File: src/rtl/rotor_seq.sv
// Rotate-command sequencer: turns one (data, dir, count) command into the rotor's load/step pin sequence.
// Define ROTOR_SEQ_MODCNT_EN to reduce the step count modulo WIDTH (full-circle steps dropped).
module rotor_seq #(
    parameter int WIDTH = 8,
    parameter int CNT_W = 4
) (
    input  logic             clk,
    input  logic             rst_n,
    input  logic             cmd_valid,
    output logic             cmd_ready,
    input  logic [WIDTH-1:0] cmd_data,
    input  logic             cmd_dir,
    input  logic [CNT_W-1:0] cmd_cnt,
    output logic             load,
    output logic             sigright,
    output logic             sigleft,
    output logic [WIDTH-1:0] rot_in,
    output logic             busy,
    output logic             done,
    output logic [15:0]      op_count
);

    typedef enum logic [1:0] {
        S_IDLE = 2'd0,
        S_LOAD = 2'd1,
        S_ROT  = 2'd2,
        S_DONE = 2'd3
    } state_t;

    state_t             r_state;
    logic               r_cmd_ready;
    logic               r_load;
    logic               r_sigright;
    logic               r_sigleft;
    logic [WIDTH-1:0]   r_rot_in;
    logic               r_busy;
    logic               r_done;
    logic [15:0]        r_op_count;
    logic               r_dir;
    logic [CNT_W-1:0]   r_step;

    logic [CNT_W-1:0]   w_eff_cnt;
    logic [15:0]        w_op_next;

`ifdef ROTOR_SEQ_MODCNT_EN
    // WIDTH is a power of two, so masking keeps cmd_cnt mod WIDTH.
    assign w_eff_cnt = cmd_cnt & CNT_W'(WIDTH - 1);
`else
    assign w_eff_cnt = cmd_cnt;
`endif

    assign w_op_next = (r_op_count == 16'hFFFF) ? r_op_count : r_op_count + 16'd1;

    // NOTE: every output is a flop written with <= in one clocked block, so the
    // pins never see cmd_* combinationally and the state/output pair cannot race.
    always_ff @(posedge clk or negedge rst_n) begin
        if (!rst_n) begin
            r_state     <= S_IDLE;
            r_cmd_ready <= 1'b1;
            r_load      <= 1'b0;
            r_sigright  <= 1'b0;
            r_sigleft   <= 1'b0;
            r_rot_in    <= '0;
            r_busy      <= 1'b0;
            r_done      <= 1'b0;
            r_op_count  <= 16'd0;
            r_dir       <= 1'b0;
            r_step      <= '0;
        end else begin
            case (r_state)
                S_IDLE: begin
                    if (cmd_valid && r_cmd_ready) begin
                        r_state     <= S_LOAD;
                        r_cmd_ready <= 1'b0;
                        r_busy      <= 1'b1;
                        r_load      <= 1'b1;
                        r_rot_in    <= cmd_data;
                        r_dir       <= cmd_dir;
                        r_step      <= w_eff_cnt;
                    end
                end
                S_LOAD: begin
                    r_load <= 1'b0;
                    if (r_step != '0) begin
                        r_state    <= S_ROT;
                        r_sigright <= ~r_dir;
                        r_sigleft  <= r_dir;
                    end else begin
                        r_state    <= S_DONE;
                        r_done     <= 1'b1;
                        r_op_count <= w_op_next;
                    end
                end
                S_ROT: begin
                    // r_step counts the steps still to issue including this one,
                    // so it never drops below 1 here and cannot underflow.
                    r_step <= r_step - CNT_W'(1);
                    if (r_step == CNT_W'(1)) begin
                        r_state    <= S_DONE;
                        r_sigright <= 1'b0;
                        r_sigleft  <= 1'b0;
                        r_done     <= 1'b1;
                        r_op_count <= w_op_next;
                    end
                end
                S_DONE: begin
                    r_state     <= S_IDLE;
                    r_done      <= 1'b0;
                    r_busy      <= 1'b0;
                    r_cmd_ready <= 1'b1;
                end
                default: begin
                    r_state     <= S_IDLE;
                    r_cmd_ready <= 1'b1;
                    r_load      <= 1'b0;
                    r_sigright  <= 1'b0;
                    r_sigleft   <= 1'b0;
                    r_busy      <= 1'b0;
                    r_done      <= 1'b0;
                end
            endcase
        end
    end

    assign cmd_ready = r_cmd_ready;
    assign load      = r_load;
    assign sigright  = r_sigright;
    assign sigleft   = r_sigleft;
    assign rot_in    = r_rot_in;
    assign busy      = r_busy;
    assign done      = r_done;
    assign op_count  = r_op_count;

endmodule

File: config.mk
export PLATFORM = sky130hd
export DESIGN_NAME = rotor_seq
export DESIGN_NICKNAME = d
export VERILOG_FILES = /design/src/rtl/rotor_seq.sv
export SDC_FILE = /design/constraint.sdc
export NUM_CORES = 1
export LEC_CHECK = 0
export ABC_CLOCK_PERIOD_IN_PS = 4100
export BUFFER_PORTS_ARGS = -buffer_cell sky130_fd_sc_hd__buf_2
export CAP_MARGIN = 20
export CORE_UTILIZATION = 35
export DETAILED_ROUTE_END_ITERATION = 12
export PLACE_DENSITY_LB_ADDON = 0.12
export SLEW_MARGIN = 40
export SYNTH_ARGS = -nofsm -noshare
export SYNTH_HDL_FRONTEND = slang
export SYNTH_SLANG_ARGS = --single-unit
File: constraint.sdc
create_clock -name clk -period 4.1 [get_ports clk]
set_clock_uncertainty 0.05 [all_clocks]
set_input_delay 0.615 -clock clk [delete_from_list [all_inputs] [get_ports clk]]
set_output_delay 0.615 -clock clk [all_outputs]
set_load 0.005 [all_outputs]
# == After elaboration in Yosys (flattened, before gate mapping) ==
# Index checks and enable logic that the tools add are counted.
# Widths: inputs -> output; s select.
# op_classes
n_eq_ne,9
bitwise_logic,1
muxes,23
reduce_logical,16
n_addsub,2
# ops
op,count
$mux 16,3
$pmux 16 s2,1
$add 16x1->16 const B,1
$eq 16x16->1 const B,1
$pmux 1 s2,5
$reduce_and 2->1,5
$reduce_and 3->1,3
$mux 1,8
$ne 2x2->1 const B,4
$pmux 2 s4,1
$pmux 4 s2,1
$reduce_bool 2->1,4
$eq 2x2->1 const B,2
$eq 4x1->1 const B,1
$mux 2,2
$mux 4,1
$reduce_bool 4->1,1
$sub 4x1->4 const B,1
$pmux 1 s3,1
$reduce_bool 3->1,1
$eq 2x1->1 const B,1
$logic_not 2->1,1
$logic_and 1x1->1,1
$not 1->1,1
# totals
in_bits,16
reg_bits,37
wordCells,62

# == Logic depth before layout (Yosys ltp) ==
# Gate-level depths: netlist (run 1).
# depth
depth_word,4
depth_mapped,8
mapped_depth_nobuf,7

# == Worst setup path after synthesis (run 1) ==
# Ideal clock, no wire load.
# synth_path
path_kind,flip-flop to flip-flop
start,register r_state[0]
end,register r_op_count[11] (netlist: op_count[11])
t_arrival_ns,1.853
path_slack_ns,2.118
synth_period_minus_slack_ns,1.982
setup_ns,0.079
stages_incl_launch_ff,9
path_cell_list,dfrtp_1 -> inv_1 -> ha_1 -> buf_2 -> nor2_1 -> nand4b_4 -> or4_4 -> nor2_1 -> xor2_1
# synth_via
elab_chain_len,3
word_cells_on_any_way,7
# synth_lines
item,line_no,rtl
start: declaration,30,state_t r_state;
start signal: assignment,58,r_state <= S_IDLE;
start signal: assignment,73,r_state <= S_LOAD;
start signal: assignment,85,r_state <= S_ROT;
$eq 2x1->1 / $eq 2x2->1 (equally long branches),70,case (r_state)
$ne 2x2->1 (no source line) / $reduce_bool 2->1 (equally long branches),--,
$reduce_and 3->1 (no source line),--,
end signal: assignment,91,r_op_count <= w_op_next;
end signal: assignment,103,r_op_count <= w_op_next;
end: declaration,38,logic [15:0] r_op_count;
# Several ways; a longest one is shown, not always the timed one.
# A chain may end at the register's enable or synchronous reset.

# == Final worst setup path (run 1) ==
# layout_path
start,register r_state[0]
end,register r_op_count[15] (netlist: op_count[15])
# The elaborated chain is that of the path after synthesis.

==> metrics.md, run 1 <==
| Metric | Value |
|---|---|
| Reg power frac | 0.419 |
| ANT nets after route | 0 |
| Sw frac | 0.3746 |
| Synthesized area | 1894 sq um |
| Largest net degree at the start of global routing | 38 |
| Die ar. | 5711 sq um |
| Final Cycle Share | 0.5937 |
| Port bufs | 45 |
| Pre-Repair DR Iteration Count | 4 |
| Initial core utilization | 0.3662 |
| Logic pwr share | 0.401 |
| Final min period | 2.434 ns |
| Internal power | 0.8801 mW |
| WHS | 0.2261 ns |
| CP max FO | 17 |
| Post-CTS Setup Bufs | 0 |
| GRT overflow | 0 |
| Maximum vdd drop | 241.0 uV |
| Clock Power Share | 0.181 |
| First DRT Iteration DRCs | 61 |
| CTS tree | built |
| Global-route wire length before repair | 6189 microns |
| Simple-Gate Fraction of Synth Area | 0.1968 |
| PD cells | 617.2 nW/um^2 |
| Synth async-reset ratio | 1.000 |
| Fillers | 511 |
| Clock transition at path regs | 0.08 ns |
| Synthesis-to-layout area growth | 20.34% |
| Final nets | 252 |
| Count of final setup violators | 0 |
| Initial antenna violation count | 0 |
| Worst hold path class | in2async |
| Ant diodes | 0 |
| Max-Cap Viols | 0 |
| Yosys reg bits | 37 |
| Kind of critical path | reg2reg |
| CTS buffer count | 5 |
| Final Wtd Congestion | 0.7586 |
| Core ar. | 5172 sq um |
| Fraction of layout cells with a size suffix above 1 | 0.3275 |
| Final slew viol count | 0 |
| CTS Hold Buffers Added | 0 |
| Post-CTS Resized | 0 |
| Gate Count Post-Synth | 180 |
| Mean Syn Cell Area | 10.52 sq um |
| Via-to-Cell Ratio | 4.816 |
| Max clock buf depth | 2 |
| Via count | 1440 |
| Routed WL per cell | 12.64 microns |
| NetSw | 0.5270 mW |
| Largest cells by area after synthesis | dfrtp_1, mux2_2, ha_1 |
| DRC | 0 |
| Crit path DAT | 2.59 ns |
| Setup TNS | 0 ns |
| Worst setup EP type | flip-flop |
| Synth cell count leaders | dfrtp_1, nand2_1, o21ai_0, inv_1, nor2_1 |
| Pleak | 1.100 nW |
| Critical path startpoint category | flip-flop |
| Post-DP HPWL | 2647 microns |
| Sequential fraction of the synthesis area | 0.4894 |
| Largest family of logic cells by synthesized area | simple AND/OR/NAND/NOR gates |
| Total GRT Usage | 0.1473 |
| Clk sinks | 37 |
| Synth Area in Adders | 0.05284 |
| Worst slew pin tran | 0.5571 ns |
| Most instantiated library cell after synthesis | dfrtp_1 |
| Die width | 75.57 microns |
| Mux cell area share after synthesis | 0.06737 |
| Clk Latency, worst-skew pair | 0.29 ns |
| Count of cell types in the netlist | 39 |
| Syn_nets | 204 |
| Final wirelength | 3780 microns |
| Vias in the first global route | 1354 |
| XOR/XNOR Fraction of Synth Area | 0.07398 |
| Syn. warnings | 0 |
| Worst path required time | 4.26 ns |
| Max_slew headroom | 0.6251 |
| Synth top area share | 0.4756 |
| Io pins | 46 |
| Status | finished clean |
| CTS H-tree depth | 2 |
| RSZ-0062 raised after global routing | false |
| Post-synth EDFFs | 0 |
| Root buffer cell | clkbuf_8 |
| Compound-Gate Fraction of Synth Area | 0.08917 |
| Top FF cell, synth | dfrtp_1 |
| Site Rows | 26 |
| Area leader, netlist | dfrtp_1 |
| Final hold vios | 0 |
| Fmax | 410.8 MHz |
| Die Y | 75.57 microns |
## path summary, 6_finish.rpt
kind / end / startpoint / cells past startpoint / slack, ns
worst max register to register: op_count[15] / r_state[0] / 7 / 1.67
worst min register to register: op_count[8] / op_count[8] / 1 / 0.45
min in group clk: op_count[8] / op_count[8] / 1 / 0.45
worst min-delay path: r_step[0] / rst_n / 1 / 0.23
max in group asynchronous: cmd_ready / rst_n / 1 / 3.43
worst max-delay path: op_count[15] / r_state[0] / 7 / 1.67
## sequential cells by signal, summed over array words and instances, names as in the netlist, 2 cells and up
register  flops
r_state       2
rot_in        8
r_step        4
op_count     16
## power by group through the flow
stage	clock network (mW)	logic (mW)	registers (mW)
6_report	0.255	0.564	0.589
5_1_grt	0.280	0.643	0.609
4_1_cts	0.265	0.573	0.590
3_5_place_dp	0	0.573	0.595
3_3_place_gp	0	0.563	0.592
2_1_floorplan	0	0.397	0.588
## cells in the final DEF, fill, tap and decap left out, types with 2 or more instances in the layout
cell,instances
inv_1,11
ha_1,8
nor2_1,11
nand3_1,10
nand2_1,15
o22ai_1,3
clkbuf_8,5
dfrtp_1,36
a21oi_1,9
nand4_1,3
mux2_2,10
clkinv_2,2
o21ai_0,13
nand2b_1,3
buf_2,44
nor3_1,4
or4_4,2
xnor2_1,9
and3_1,2
xor2_1,7
## per-stage QoR
| step | power (mW) | std cells | instance area (sq um) | worst slack (ns) | utilization |
|---|---|---|---|---|---|
| 4_1_cts | 1.428 | 299 | 2280 | 1.655 | 0.4407 |
| 6_report | 1.407 | 299 | 2280 | 1.666 | 0.4407 |
| 3_3_place_gp | 1.156 | 291 | 2191 | 1.747 | 0.4236 |
| 5_1_grt | 1.532 | 299 | 2280 | 1.490 | 0.4407 |
| 2_1_floorplan | 0.9851 | 180 | 1894 | 2.118 | - |
| 3_5_place_dp | 1.168 | 291 | 2193 | 1.660 | 0.4240 |
## area by class of cell
class	count	area, sq um	share of cell area
Sequential cell	37	927.1	0.4067
Multi-Input combinational cell	128	909.6	0.3990
Clock inverter	3	17.52	0.007684
Inverter	11	41.29	0.01811
Tap cell	70	87.58	0.03842
Clock buffer	5	68.82	0.03019
Timing Repair Buffer	45	227.7	0.09989
## layer usage
metal  GRT usage  wire, microns  up-vias
met3     0.04630            184        6
met5           0              0        -
li1            -              -      715
met4     0.05350             44        0
met2      0.2222           1650       38
met1      0.1993           1901      681
## logic make-up after synthesis
kind of cell    Yosys count
simple gates             63
mux                      11
xor+xnor                 16
compound gates           30
flops                    37
buf+inv                  15
fa+ha+maj                 8
## worst max-delay path, cell delays in order, from the launching register on
cell and delay [ns]:
dfrtp_1 0.40, inv_1 0.14, ha_1 0.51, nor2_1 0.11, nand4b_4 0.24, or4_4 0.58, nor2_1 0.13, xor2_1 0.19
(Power assumes the default switching activity.)
==> run 2: changes to the inputs <==
- ABC_AREA: not set -> 1
- ABC_CLOCK_PERIOD_IN_PS: 4100 -> 2400
- clock period: 4.1 -> 2.4 ns (I/O delays scaled with it)
==> run 2 against run 1 <==
Compared with the run above: synthesized cell count rose by 47%; cell count up 30%; routed wire length rose by 19%; die area grew 9.6%; total power up 92%; sequential cell count stayed put; setup slack got worse by 1.2 ns; hold slack worse by 0.021 ns; via count grew 25%; global-route usage rose by 1.2 points; first-iteration DRC count is 4.9% lower; largest power group is now combinational cells.
==> metrics.md, run 2 <==
| Metric | Value |
|---|---|
| Final slew viol count | 0 (unchanged) |
| Max reg flops | 16 (unchanged) |
| Final Cycle Share | 0.8107 (+0.2171) |
| Fin cells | 389 (+30%) |
| Syn. warnings | 0 (unchanged) |
| Largest cells by area after synthesis | dfrtp_1, nand2_1, ha_1 |
| Count of cell types in the netlist | 30 (-23%) |
| CP Cell Sequence | inv_1 -> ha_1 -> inv_2 -> nand2_1 -> nand2_1 -> nor3_2 -> nand2_1 -> nand2_1 |
| CP top delay family | simple AND/OR/NAND/NOR gates |
| Yosys reg bits | 37 (unchanged) |
| Pleak | 1.329 nW (+21%) |
| Max clock buf depth | 2 (unchanged) |
| Clk Latency, worst-skew pair | 0.29 ns (about the same) |
| Total GRT Usage | 0.1594 (+0.01208) |
| Post-synth EDFFs | 0 (unchanged) |
| Post-DP HPWL | 3384 microns (+28%) |
| Count of final setup violators | 0 (unchanged) |
| Fmax | 513.9 MHz (+25%) |
| Io pins | 46 (unchanged) |
| Crit path DAT | 2.12 ns (-0.47 ns) |
| Kind of critical path | reg2reg |
| CTS buffer count | 5 (unchanged) |
| Placed cells | 380 (+31%) |
| Largest net degree at the start of global routing | 38 (unchanged) |
| CP bufs+invs | 2 (+1) |
| Synthesized area | 2082 sq um (+9.9%) |
| Synthesis-to-layout area growth | 20.43% (about the same) |
| Syn_nets | 288 (+41%) |
| Via count | 1796 (+25%) |
| Site Rows | 27 (+3.8%) |
| Worst setup EP type | flip-flop |
| Most instantiated library cell after synthesis | nand2_1 |
| Top FF cell, synth | dfrtp_1 |
| Maximum vdd drop | 475.6 uV (+97%) |
| Ant diodes | 0 (unchanged) |
| Die Y | 79.13 microns (+4.7%) |
| Root buffer cell | clkbuf_8 |
| Final min period | 1.946 ns (-0.4884 ns) |
| RSZ-0062 raised after global routing | false |
| Synth async-reset ratio | 1.000 (unchanged) |
| Worst hold path class | in2reg |
| Final nets | 340 (+35%) |
| PD cells | 1077 nW/um^2 (+75%) |
| Port bufs | 45 (unchanged) |
| Fillers | 615 (+20%) |
| DRC | 0 (unchanged) |
| Clk sinks | 37 (unchanged) |
| Core ar. | 5608 sq um (+8.4%) |
| Synth top area share | 0.4327 (-0.04287) |
| Final wirelength | 4506 microns (+19%) |
| Synth cell count leaders | nand2_1, dfrtp_1, nor2_1, inv_1, nand3_1 |
| Gate Count Post-Synth | 264 (+47%) |
| Most common cell after layout, fill and taps aside | nand2_1 |
| Routed WL per cell | 11.58 microns (-8.4%) |
| Initial antenna violation count | 0 (unchanged) |
| Initial core utilization | 0.3713 (+0.005032) |
| Worst path required time | 2.57 ns (-1.69 ns) |
| Most used cell, CP | nand2_1 |
| Slowest CP cell | nor3_2 |
| Setup TNS | 0 ns (unchanged) |
| Worst slew pin tran | 0.5700 ns (+0.01282 ns) |
| Final Wtd Congestion | 0.7851 (+3.5%) |
| Post-CTS Setup Bufs | 0 (unchanged) |
| Critical path startpoint category | flip-flop |
| Mean Syn Cell Area | 7.886 sq um (-25%) |
| Pre-Repair DR Iteration Count | 4 (unchanged) |
| Area leader, netlist | dfrtp_1 |
| Most frequent cells in the layout | nand2_1, buf_2, dfrtp_1 |
| Die ar. | 6261 sq um (+9.6%) |
| CTS tree | built |
| GRT overflow | 0 (unchanged) |
| Final hold vios | 0 (unchanged) |
| Global-route wire length before repair | 7714 microns (+25%) |
| ANT nets after route | 0 (unchanged) |
| Via-to-Cell Ratio | 4.617 (-4.1%) |
| Sequential fraction of the synthesis area | 0.4453 (-0.04412) |
| Vias in the first global route | 1648 (+22%) |
| Die width | 79.13 microns (+4.7%) |
| First DRT Iteration DRCs | 58 (-4.9%) |
| Max_slew headroom | 0.6180 (-0.007192) |
| Fraction of layout cells with a size suffix above 1 | 0.2429 (-0.08461) |
| CP max FO | 9 (-8) |
| Critical path's largest stage delay | 0.49 ns (-0.09 ns) |
| CTS H-tree depth | 2 (unchanged) |
| Clock transition at path regs | 0.08 ns (about the same) |
| Status | finished clean |
| Max-Cap Viols | 0 (unchanged) |
==> run 2: worst paths after layout <==
check | start | end | depth (start not counted) | slack (ns)
max in group asynchronous | rst_n | cmd_ready | 2 | 1.42
hold reg to reg | rot_in[5] | rot_in[5] | 2 | 0.44
hold / removal | cmd_data[3] | rot_in[3] | 3 | 0.20
setup reg to reg | r_state[0] | op_count[7] | 8 | 0.45
min in group asynchronous | rst_n | r_step[1] | 2 | 0.51
setup / recovery | r_state[0] | op_count[7] | 8 | 0.45
==> run 2: through the flow <==
stage | worst slack [ns] | area (sq um) | hold WS (ns) | power, mW | util
after floorplan | 0.7317 | 2082 | 0.01441 | 1.862 | -
after global placement | 0.5011 | 2380 | 0.4098 | 2.175 | 0.4244
after detailed placement | 0.4154 | 2382 | 0.3152 | 2.185 | 0.4248
after CTS | 0.3806 | 2507 | 0.1977 | 2.747 | 0.4471
after global routing | 0.2081 | 2507 | 0.1954 | 2.970 | 0.4471
final | 0.4542 | 2507 | 0.2046 | 2.701 | 0.4471
==> run 2: final cells by class <==
class	count	area, sq um	area share
Multi-Input combinational cell	205	1055	0.4207
Sequential cell	37	927.1	0.3698
Timing Repair Buffer	47	245.2	0.09780
Tap cell	72	90.09	0.03593
Inverter	20	75.07	0.02994
Clock buffer	5	68.82	0.02745
Clock inverter	3	46.29	0.01846
==> run 2: timing repair <==
action	in CTS	in global routing
gates resized for setup	0	0
hold buffers	1	0
setup endpoints to repair	0	0
endpoints found under the hold margin	26	0
==> run 2: worst min-delay path: stages <==
cell	delay [ns]
buf_2	0.07
nand2_1	0.04
nand2_1	0.04
==> run 2: cell families after synthesis <==
| family | Yosys count | share of synthesized area |
|---|---|---|
| xor+xnor | 8 | 0.03365 |
| mux | 1 | 0.005408 |
| compound gates | 21 | 0.05649 |
| flops | 37 | 0.4453 |
| fa+ha+maj | 8 | 0.04808 |
| buf+inv | 22 | 0.04807 |
| simple gates | 167 | 0.3630 |
==> run 2: where the power goes <==
group          switching [mW]  internal [mW]  total, mW
clock network           0.239          0.311      0.550
registers               0.157          0.832      0.989
logic                   0.722          0.441       1.16
==> run 2: layer usage <==
layer / GRT usage / vias to the layer above / wire length, microns
met5: 0 / - / 0
met4: 0.04364 / 0 / 48
met3: 0.04023 / 6 / 186
met2: 0.2560 / 42 / 2072
met1: 0.2118 / 814 / 2198
li1: - / 934 / -
==> run 3: changes to the inputs <==
- ABC_AREA: 1 -> 0
- ABC_CLOCK_PERIOD_IN_PS: 2400 -> 2029
- clock period: 2.4 -> 2.03 ns (I/O delays scaled with it)
==> run 3 against run 2 <==
Compared with the run above: sequential cell count is the same; fmax rose by 1.5%; die area is 8.8% lower; first-iteration DRC count increased by 48%; sequential power up 18%; hold slack worse by 0.20 ns; cell area shrank 3.3%; cell count decreased by 19%; global-route usage down 1.0 points; clock-buffer cell count is 1 higher; routed wire length is 16% lower; core utilization grew 2.1 points; critical endpoint unchanged; largest cell class unchanged.
==> metrics.md, run 3 (synthesis gave the netlist of run 1 again) <==
| Metric | Value |
|---|---|
| Kind of critical path | reg2reg |
| Reg2reg path depth | 7 (-1) |
| Fraction of layout cells with a size suffix above 1 | 0.3893 (+0.1464) |
| Met2 Track Usage GR | 0.2173 (-0.03877) |
| Busiest layer in global routing | met2 |
| Post-DP HPWL | 2699 microns (-20%) |
| Worst path required time | 2.20 ns (-0.37 ns) |
| Worst hold path class | in2async |
| Via count | 1495 (-17%) |
| Clk sinks | 37 (unchanged) |
| CTS tree | built |
| Worst flop-to-flop path startpoint | r_state[0] |
| Die ar. | 5711 sq um (-8.8%) |
| Die Y | 75.57 microns (-4.5%) |
| Max clock buf depth | 2 (unchanged) |
| Most frequent cells in the layout | buf_2, dfrtp_1, buf_4 |
| Clk Latency, worst-skew pair | 0.29 ns (about the same) |
| Final slew viol count | 0 (unchanged) |
| Site Rows | 26 (-3.7%) |
| Die width | 75.57 microns (-4.5%) |
| Worst slew pin tran | 0.4808 ns (-0.08918 ns) |
| Io pins | 46 (unchanged) |
| First DRT Iteration DRCs | 86 (+48%) |
| CTS buffer count | 5 (unchanged) |
| Most common cell after layout, fill and taps aside | buf_2 |
| Pleak | 1.174 nW (-12%) |
| Routed WL per cell | 12.01 microns (+3.7%) |
| Global-route wire length before repair | 6244 microns (-19%) |
| Maximum vdd drop | 611.5 uV (+29%) |
| CP max FO | 4 (-5) |
| Crit path DAT | 2.08 ns (-0.04 ns) |
| Critical path origin | r_state[0] |
| Final hold vios | 0 (unchanged) |
| Fillers | 503 (-18%) |
| Max reg flops | 16 (unchanged) |
| Final Cycle Share | 0.9447 (+0.1340) |
| GRT met3 Usage | 0.03836 (-0.001870) |
| Largest net degree at the start of global routing | 38 (unchanged) |
| Initial core utilization | 0.3662 (-0.005032) |
| Status | finished clean |
| CTS H-tree depth | 2 (unchanged) |
| Total GRT Usage | 0.1491 (-0.01031) |
| PD cells | 1245 nW/um^2 (+16%) |
| Fmax | 521.4 MHz (+1.5%) |
| Vias in the first global route | 1392 (-16%) |
| Pre-Repair DR Iteration Count | 4 (unchanged) |
| ANT nets after route | 0 (unchanged) |
| Worst setup EP type | flip-flop |
| Ant diodes | 0 (unchanged) |
| Footprint of the multi-input gates | 932.1 sq um (-12%) |
| Critical path startpoint category | flip-flop |
| Max_slew headroom | 0.6795 (+0.06153) |
| Core ar. | 5172 sq um (-7.8%) |
| Port bufs | 45 (unchanged) |
| Register area | 927.1 sq um (unchanged) |
| WHS | 0.001063 ns (-0.2036 ns) |
| Final nets | 268 (-21%) |
| DRC | 0 (unchanged) |
| Synthesis-to-layout area growth | 27.94% |
| GRT met1 Usage | 0.2105 (-0.001289) |
| Final wirelength | 3771 microns (-16%) |
| Count of final setup violators | 0 (unchanged) |
| Setup TNS | 0 ns (unchanged) |
| GRT overflow | 0 (unchanged) |
| Final min period | 1.918 ns (-0.02800 ns) |
| Root buffer cell | clkbuf_8 |
| Via-to-Cell Ratio | 4.761 (+3.1%) |
| Max-Cap Viols | 0 (unchanged) |
| Final Wtd Congestion | 0.7747 (-1.3%) |
| Clock transition at path regs | 0.08 ns (about the same) |
| Initial antenna violation count | 0 (unchanged) |
## run 3: metrics by stage
step	util	setup slack, ns	total power [mW]	instances	area [sq um]
floorplan	-	0.04816	1.990	180	1894
global placement	0.4453	0.09122	2.445	306	2303
detailed placement	0.4453	0.05592	2.457	306	2303
CTS	0.4627	0.05052	3.013	313	2394
global route	0.4686	-0.01444	3.273	314	2424
finish	0.4686	0.1122	3.017	314	2424
## run 3: final timing paths
kind | to | slack [ns]
max | op_count[7] | 0.11
min | r_step[3] | 0.001
max reg2reg | op_count[7] | 0.11
min reg2reg | cmd_ready | 0.46
max in group asynchronous | cmd_ready | 1.55
min in group clk | rot_in[0] | 0.19
## run 3: final cells by class
type | instances | area share
clock buffers | 6 | 0.03407
flip-flops and latches | 37 | 0.3826
clock inverters | 1 | 0.003098
repair buffers | 61 | 0.1425
well taps | 70 | 0.03614
inverters | 11 | 0.01704
multi-input cells | 128 | 0.3846
## run 3: worst max-delay path, stage by stage (launching register included)
cell and delay, ns:
dfrtp_1 0.43, inv_1 0.10, ha_2 0.21, nor2_1 0.06, nand4b_4 0.18, or3b_2 0.52, nor2_1 0.14, xor2_1 0.15
## run 3: timing repair
action,in CTS,in global routing
resized for setup,0,6
endpoints found under the setup margin,0,5
buffers inserted,0,1
hold buffers,0,0
## run 3: metal layers
metal	part of all wire	wire length [microns]
met1	0.52	1956
met5	0	0
met4	0.015	58
met2	0.43	1609
met3	0.039	146
## run 3: where the power goes
part	switching, mW	internal (mW)	total [mW]
Sequential	0.185	0.988	1.17
Clock	0.265	0.269	0.533
Combinational	0.640	0.671	1.31
